[src/rtl/adder_pkg.sv]
// Shared definitions for the sequential slice adder: FSM encodings and sizing helpers.
package adder_pkg;

  localparam int DEF_WIDTH = 32;
  localparam int DEF_SLICE = 8;
  localparam int NSLICE    = DEF_WIDTH / DEF_SLICE;
  localparam int IDX_W     = (NSLICE > 1) ? $clog2(NSLICE) : 1;

  localparam logic [1:0] ST_IDLE = 2'd0;
  localparam logic [1:0] ST_RUN  = 2'd1;
  localparam logic [1:0] ST_DONE = 2'd2;

  function automatic int idx_width_f(input int width, input int slice);
    int n;
    n = width / slice;
    return (n > 1) ? $clog2(n) : 1;
  endfunction

endpackage

[src/rtl/adder_slice_c.sv]
// Combinational W-bit adder slice with carry in/out, shared across all slices of an add.
module adder_slice_c #(
  parameter int W = adder_pkg::DEF_SLICE
) (
  input  logic [W-1:0] a,
  input  logic [W-1:0] b,
  input  logic         ci,
  output logic [W-1:0] s,
  output logic         co
);

  assign {co, s} = {1'b0, a} + {1'b0, b} + {{W{1'b0}}, ci};

endmodule

[src/rtl/adder_seq_ctrl.sv]
// WIDTH-bit adder built from one SLICE-bit slice, one slice per cycle, LSB first.
// Optional signed-overflow output enabled by defining ADDER_SEQ_OVF_EN.
module adder_seq_ctrl
  import adder_pkg::*;
#(
  parameter int WIDTH = DEF_WIDTH,
  parameter int SLICE = DEF_SLICE
) (
  input  logic             clk,
  input  logic             rst,
  input  logic             in_valid,
  output logic             in_ready,
  input  logic [WIDTH-1:0] in_a,
  input  logic [WIDTH-1:0] in_b,
  input  logic             in_cin,
  output logic             out_valid,
  input  logic             out_ready,
  output logic [WIDTH-1:0] out_sum,
`ifdef ADDER_SEQ_OVF_EN
  output logic             out_ovf,
`endif
  output logic             out_cout
);

  localparam int N_SL  = WIDTH / SLICE;
  localparam int IW    = idx_width_f(WIDTH, SLICE);
  localparam logic [IW-1:0] IDX_LAST = IW'(N_SL - 1);

  if ((WIDTH % SLICE) != 0 || N_SL < 2) begin : g_cfg_err
    $error("adder_seq_ctrl: WIDTH must be a multiple of SLICE with at least 2 slices");
  end

  logic [1:0]       state_q, state_d;
  logic [IW-1:0]    idx_q, idx_d;
  logic             carry_q, carry_d;
  logic [WIDTH-1:0] a_q, a_d;
  logic [WIDTH-1:0] b_q, b_d;
  logic [WIDTH-1:0] sum_q, sum_d;
  logic             cout_q, cout_d;
  logic [SLICE-1:0] sl_s;
  logic             sl_co;

  adder_slice_c #(.W(SLICE)) u_slice (
    .a  (a_q[idx_q*SLICE +: SLICE]),
    .b  (b_q[idx_q*SLICE +: SLICE]),
    .ci (carry_q),
    .s  (sl_s),
    .co (sl_co)
  );

  // Next-state and datapath update for the accept / ripple / retire sequence
  always_comb begin
    state_d = state_q;
    idx_d   = idx_q;
    carry_d = carry_q;
    a_d     = a_q;
    b_d     = b_q;
    sum_d   = sum_q;
    cout_d  = cout_q;
    case (state_q)
      ST_IDLE: begin
        if (in_valid) begin
          a_d     = in_a;
          b_d     = in_b;
          carry_d = in_cin;
          idx_d   = '0;
          state_d = ST_RUN;
        end else begin
          state_d = ST_IDLE;
        end
      end
      ST_RUN: begin
        sum_d[idx_q*SLICE +: SLICE] = sl_s;
        carry_d = sl_co;
        if (idx_q == IDX_LAST) begin
          cout_d  = sl_co;
          idx_d   = '0;
          state_d = ST_DONE;
        end else begin
          idx_d   = idx_q + IW'(1);
        end
      end
      ST_DONE: begin
        if (out_ready) begin
          state_d = ST_IDLE;
        end else begin
          state_d = ST_DONE;
        end
      end
      default: begin
        state_d = ST_IDLE;
        idx_d   = '0;
      end
    endcase
  end

  // State registers with synchronous reset
  always_ff @(posedge clk) begin
    if (rst) begin
      state_q <= ST_IDLE;
      idx_q   <= '0;
      carry_q <= 1'b0;
      a_q     <= '0;
      b_q     <= '0;
      sum_q   <= '0;
      cout_q  <= 1'b0;
    end else begin
      state_q <= state_d;
      idx_q   <= idx_d;
      carry_q <= carry_d;
      a_q     <= a_d;
      b_q     <= b_d;
      sum_q   <= sum_d;
      cout_q  <= cout_d;
    end
  end

`ifdef ADDER_SEQ_OVF_EN
  logic ovf_q, ovf_d;

  // Signed overflow, captured alongside the top slice using its sum MSB
  always_comb begin
    if (state_q == ST_RUN && idx_q == IDX_LAST) begin
      ovf_d = (a_q[WIDTH-1] == b_q[WIDTH-1]) && (sl_s[SLICE-1] != a_q[WIDTH-1]);
    end else begin
      ovf_d = ovf_q;
    end
  end

  // Overflow flag register
  always_ff @(posedge clk) begin
    if (rst) begin
      ovf_q <= 1'b0;
    end else begin
      ovf_q <= ovf_d;
    end
  end

  assign out_ovf = ovf_q;
`endif

  assign in_ready  = (state_q == ST_IDLE);
  assign out_valid = (state_q == ST_DONE);
  assign out_sum   = sum_q;
  assign out_cout  = cout_q;

endmodule
[config.mk]
export PLATFORM = sky130hd
export DESIGN_NAME = adder_seq_ctrl
export DESIGN_NICKNAME = d
export VERILOG_FILES = /design/src/rtl/adder_pkg.sv /design/src/rtl/adder_slice_c.sv /design/src/rtl/adder_seq_ctrl.sv
export SDC_FILE = /design/constraint.sdc
export NUM_CORES = 1
export LEC_CHECK = 0
export CAP_MARGIN = 20
export CORE_AREA = 2 2 108 110
export CTS_BUF_LIST = sky130_fd_sc_hd__clkbuf_8 sky130_fd_sc_hd__clkbuf_16
export DETAILED_ROUTE_END_ITERATION = 10
export DIE_AREA = 0 0 110 112
export PLACE_DENSITY = 0.66
export RECOVER_POWER = 100
export SLEW_MARGIN = 20
export SYNTH_ARGS = -nofsm -noshare
export SYNTH_HDL_FRONTEND = slang
export SYNTH_SLANG_ARGS = --single-unit
[constraint.sdc]
create_clock -name clk -period 7.85 [get_ports clk]
set_input_delay 1.57 -clock clk [delete_from_list [all_inputs] [get_ports clk]]
set_output_delay 1.57 -clock clk [all_outputs]
set_load 0.02 [all_outputs]
==> metrics.log <==
[metrics] net total in the final layout: roughly 660
[metrics] # port buffers: about 100
[metrics] Mapped Nets: between 500 and 600
[metrics] post-cts sizing count: 0
[metrics] worst-case headroom to the max-slew limit: -1.92
[metrics] violation count after the first detailed-routing iteration: approximately 150
[metrics] pwr/cell area: between 150 and 200 nW/um^2
[metrics] share of the synthesized area in the top cell type: 0.467
[metrics] largest net degree at the start of global routing: about 110
[metrics] ratio of routed vias to standard cells: around 5.2
[metrics] vias in the first global route: 3612
[metrics] count of nets left with antenna violations after detail routing: 0
[metrics] mean area per synthesized cell: 9.01 um^2
[metrics] register bit count reported by yosys: ~100
[metrics] area of the core region: between 10000 and 15000 um^2
[metrics] net load switching power: ~0.00031 W
[metrics] max-slew violations: around 110
[metrics] total die area: 12300 um^2
[metrics] critical path required time: between 7 and 8 ns
[metrics] power share of the combinational group: 0.141
[metrics] first-pass GRT wire length: between 15000 and 20000 um
[metrics] sum of routed wire length over all layers: ~11000 um
[metrics] Total Neg Setup Slack: 0 ns
[metrics] static leakage: approximately 2.2 nW
[metrics] all-layer global routing usage: 0.187
[metrics] sequential fraction of the synthesis area: 0.467
[metrics] proportion of total power due to net switching: 0.270
[metrics] Die Y-Extent: approximately 110 um
[metrics] endpoints failing hold: 0
[metrics] worst skew pair latency: roughly 0.35 ns
[metrics] H-tree depth: 3
[metrics] non-filler cells in the finished layout: 720
[metrics] final setup vio count: 0
[metrics] dominant cells by area after synthesis: dfxtp_1 (47%), nand2_1 (11%), mux4_2 (8.2%), a21oi_1 (8.1%), a22oi_1 (5.1%)
[metrics] final RePlAce weighted congestion: a little over 0.8
[metrics] Wirelength per Cell: between 15 and 20 um
[metrics] maximum fanout along the worst path: 106
[metrics] crit path capture type: register
[metrics] Clock Sinks: approximately 100
[metrics] biggest area consumer among synthesized cells: dfxtp_1
[metrics] clock tree from TritonCTS: yes
[metrics] total gr overflow: 0
[metrics] Cells after DPL: just over 700
[metrics] slew at the pin closest to its max-slew limit: between 4 and 5 ns
[metrics] internal cell power: 0.000839 W
[metrics] maximum vdd ir drop: between 0.0001 and 0.00015 V
[metrics] number of inserted diodes: 0
[metrics] cells after synthesis: roughly 490
[metrics] overall power of the completed layout: between 0.001 and 0.0015 W
[metrics] effective utilization at floorplan: 0.392
[metrics] clock transition at the registers of the reported paths: ~0.080 ns
[metrics] maximum capacitance violations: 1
[metrics] ys async rst share: 0
[metrics] failing checks: max-capacitance violations, max-slew violations
[metrics] maximum clock frequency: between 150 and 200 MHz
[metrics] WP data arrival: between 5 and 6 ns
[metrics] portion of total power attributed to the clock network: 0.376
[metrics] power share of the sequential group: 0.483
[metrics] worst hold-check path type: reg -> reg
[metrics] hold-fix buffers at CTS: 0
[metrics] First-pass DRT Iterations: 5
[metrics] synthesis-to-finish area growth: 31.7%
[metrics] final worst hold slack: roughly 0.45 ns
[metrics] number of setup buffers added after CTS: 0
[metrics] Post-route DRC: 0
[metrics] crit share post-route: 0.642
[metrics] library cells used by synthesis: 38
[metrics] placement row count: 39
[metrics] crit path kind: in -> reg
[metrics] antenna violations before repair: 0
[metrics] HPWL reported at the end of detailed placement: 7890 um
[metrics] DIE WIDTH: approximately 110 um
[metrics] TritonCTS Buffers: 9
[metrics] Post-DP Area: 5470 um^2
[metrics] I/O pin count: roughly 100
[metrics] category of the worst setup path launch point: primary input
[metrics] cell area after technology mapping: between 4000 and 5000 um^2
[metrics] min Tclk post-route: approximately 5.0 ns
[metrics] clk_skew: about 0.011 ns
[metrics] run status: complete, but fails checks
[metrics] warning count from the yosys run: 0
[metrics] clk buf depth: 2
[metrics] library cell used as clock root buffer: clkbuf_16
[metrics] unrepaired setup endpoints after global routing: false
[metrics] number of enable-type register cells in the synthesized netlist: 0
[metrics] DR vias: between 3000 and 4000
[metrics] proportion of layout cells with a drive suffix above 1: 0.0763
[metrics] Most used DFF post-synth: dfxtp_1
[metrics] final design instance area without fill: 5760 um^2
[critical path, cell delays in order]
cell	delay [ns]
buf_2	0.07
clkbuf_1	3.04
nor2_1	0.27
[cell families (layout without fill, tap and decap cells)]
group           count (synthesis)  after routing  share of synthesized area
compound gates                119            119                      0.160
xor+xnor                        5              5                     0.0100
fa+ha+maj                      15             15                     0.0463
buf+inv                        35            126                     0.0334
flops                         102            102                      0.467
mux                            16             16                     0.0823
simple gates                  194            194                      0.201
[state kept, by name, summed over array words and instances (netlist names)]
register / flops
a_q: 32
b_q: 32
out_sum: 32
idx_q: 2
state_q: 2
carry_q: 1
out_cout: 1
[layer usage]
| metal | up-vias | wire length (um) | global-route usage |
|---|---|---|---|
| li1 | 1851 | - | - |
| met1 | 1798 | 5020 | 0.255 |
| met2 | 107 | 5180 | 0.294 |
| met3 | 22 | 522 | 0.0304 |
| met4 | 0 | 273 | 0.0709 |
| met5 | - | 0 | 0 |
[placed cells by master, fill, tap and decap left out, types with 2 or more instances in the layout]
cell type / instances
a2111oi_0: 2
a21o_1: 3
a21oi_1: 71
a22oi_1: 30
clkbuf_16: 9
clkdlybuf4s50_1: 67
dfxtp_1: 102
dlygate4sd3_1: 35
fa_1: 2
ha_1: 13
inv_1: 5
inv_6: 3
inv_8: 2
mux4_2: 16
nand2_1: 131
nand2_4: 4
nand2b_1: 5
nand3b_1: 5
nor2_1: 38
nor4b_4: 3
o21ai_0: 7
xnor2_1: 3
xor2_1: 2
[synthesized netlist by cell type, types with 4 or more instances]
| cell type | instances |
|---|---|
| a21oi_1 | 71 |
| a22oi_1 | 30 |
| buf_1 | 9 |
| clkbuf_1 | 16 |
| dfxtp_1 | 102 |
| ha_1 | 13 |
| inv_1 | 5 |
| mux4_2 | 16 |
| nand2_1 | 132 |
| nand2b_1 | 5 |
| nand3b_1 | 5 |
| nor2_1 | 38 |
| o21ai_0 | 4 |
[stage by stage]
stage          utilization  setup slack (ns)
4_1_cts              0.516              4.35
5_1_grt              0.516              2.40
2_1_floorplan            -              4.42
3_5_place_dp         0.490              4.36
3_3_place_gp         0.490              4.45
6_report             0.516              2.81
[final cells by class]
type                            instances  area (um^2)
Multi-Input combinational cell        349         2200
Tap cell                              143          179
Timing Repair Buffer                  105         1040
Inverter                                5         18.8
Fill cell                            1045         5410
Clock buffer                            9          225
Sequential cell                       102         2040
Clock inverter                          7         62.6
[power by group through the flow]
stage / Clock [W] / Combinational (W) / Sequential [W]
after global routing: 0.000460 / 0.000178 / 0.000558
final: 0.000433 / 0.000162 / 0.000555
after CTS: 0.000438 / 0.000163 / 0.000555
after floorplan: 0 / 0.0000980 / 0.000562
after detailed placement: 0 / 0.000163 / 0.000567
after global placement: 0 / 0.000159 / 0.000566
[final timing paths]
path / start / endpoint / depth (start not counted) / slack, ns
setup / recovery: rst / idx_q[0] / 3 / 2.81
hold / removal: b_q[15] / b_q[15] / 2 / 0.45
setup reg to reg: idx_q[1] / out_sum[22] / 8 / 4.24
hold reg to reg: b_q[15] / b_q[15] / 2 / 0.45
Note: power is estimated with default switching activity, not from simulation.
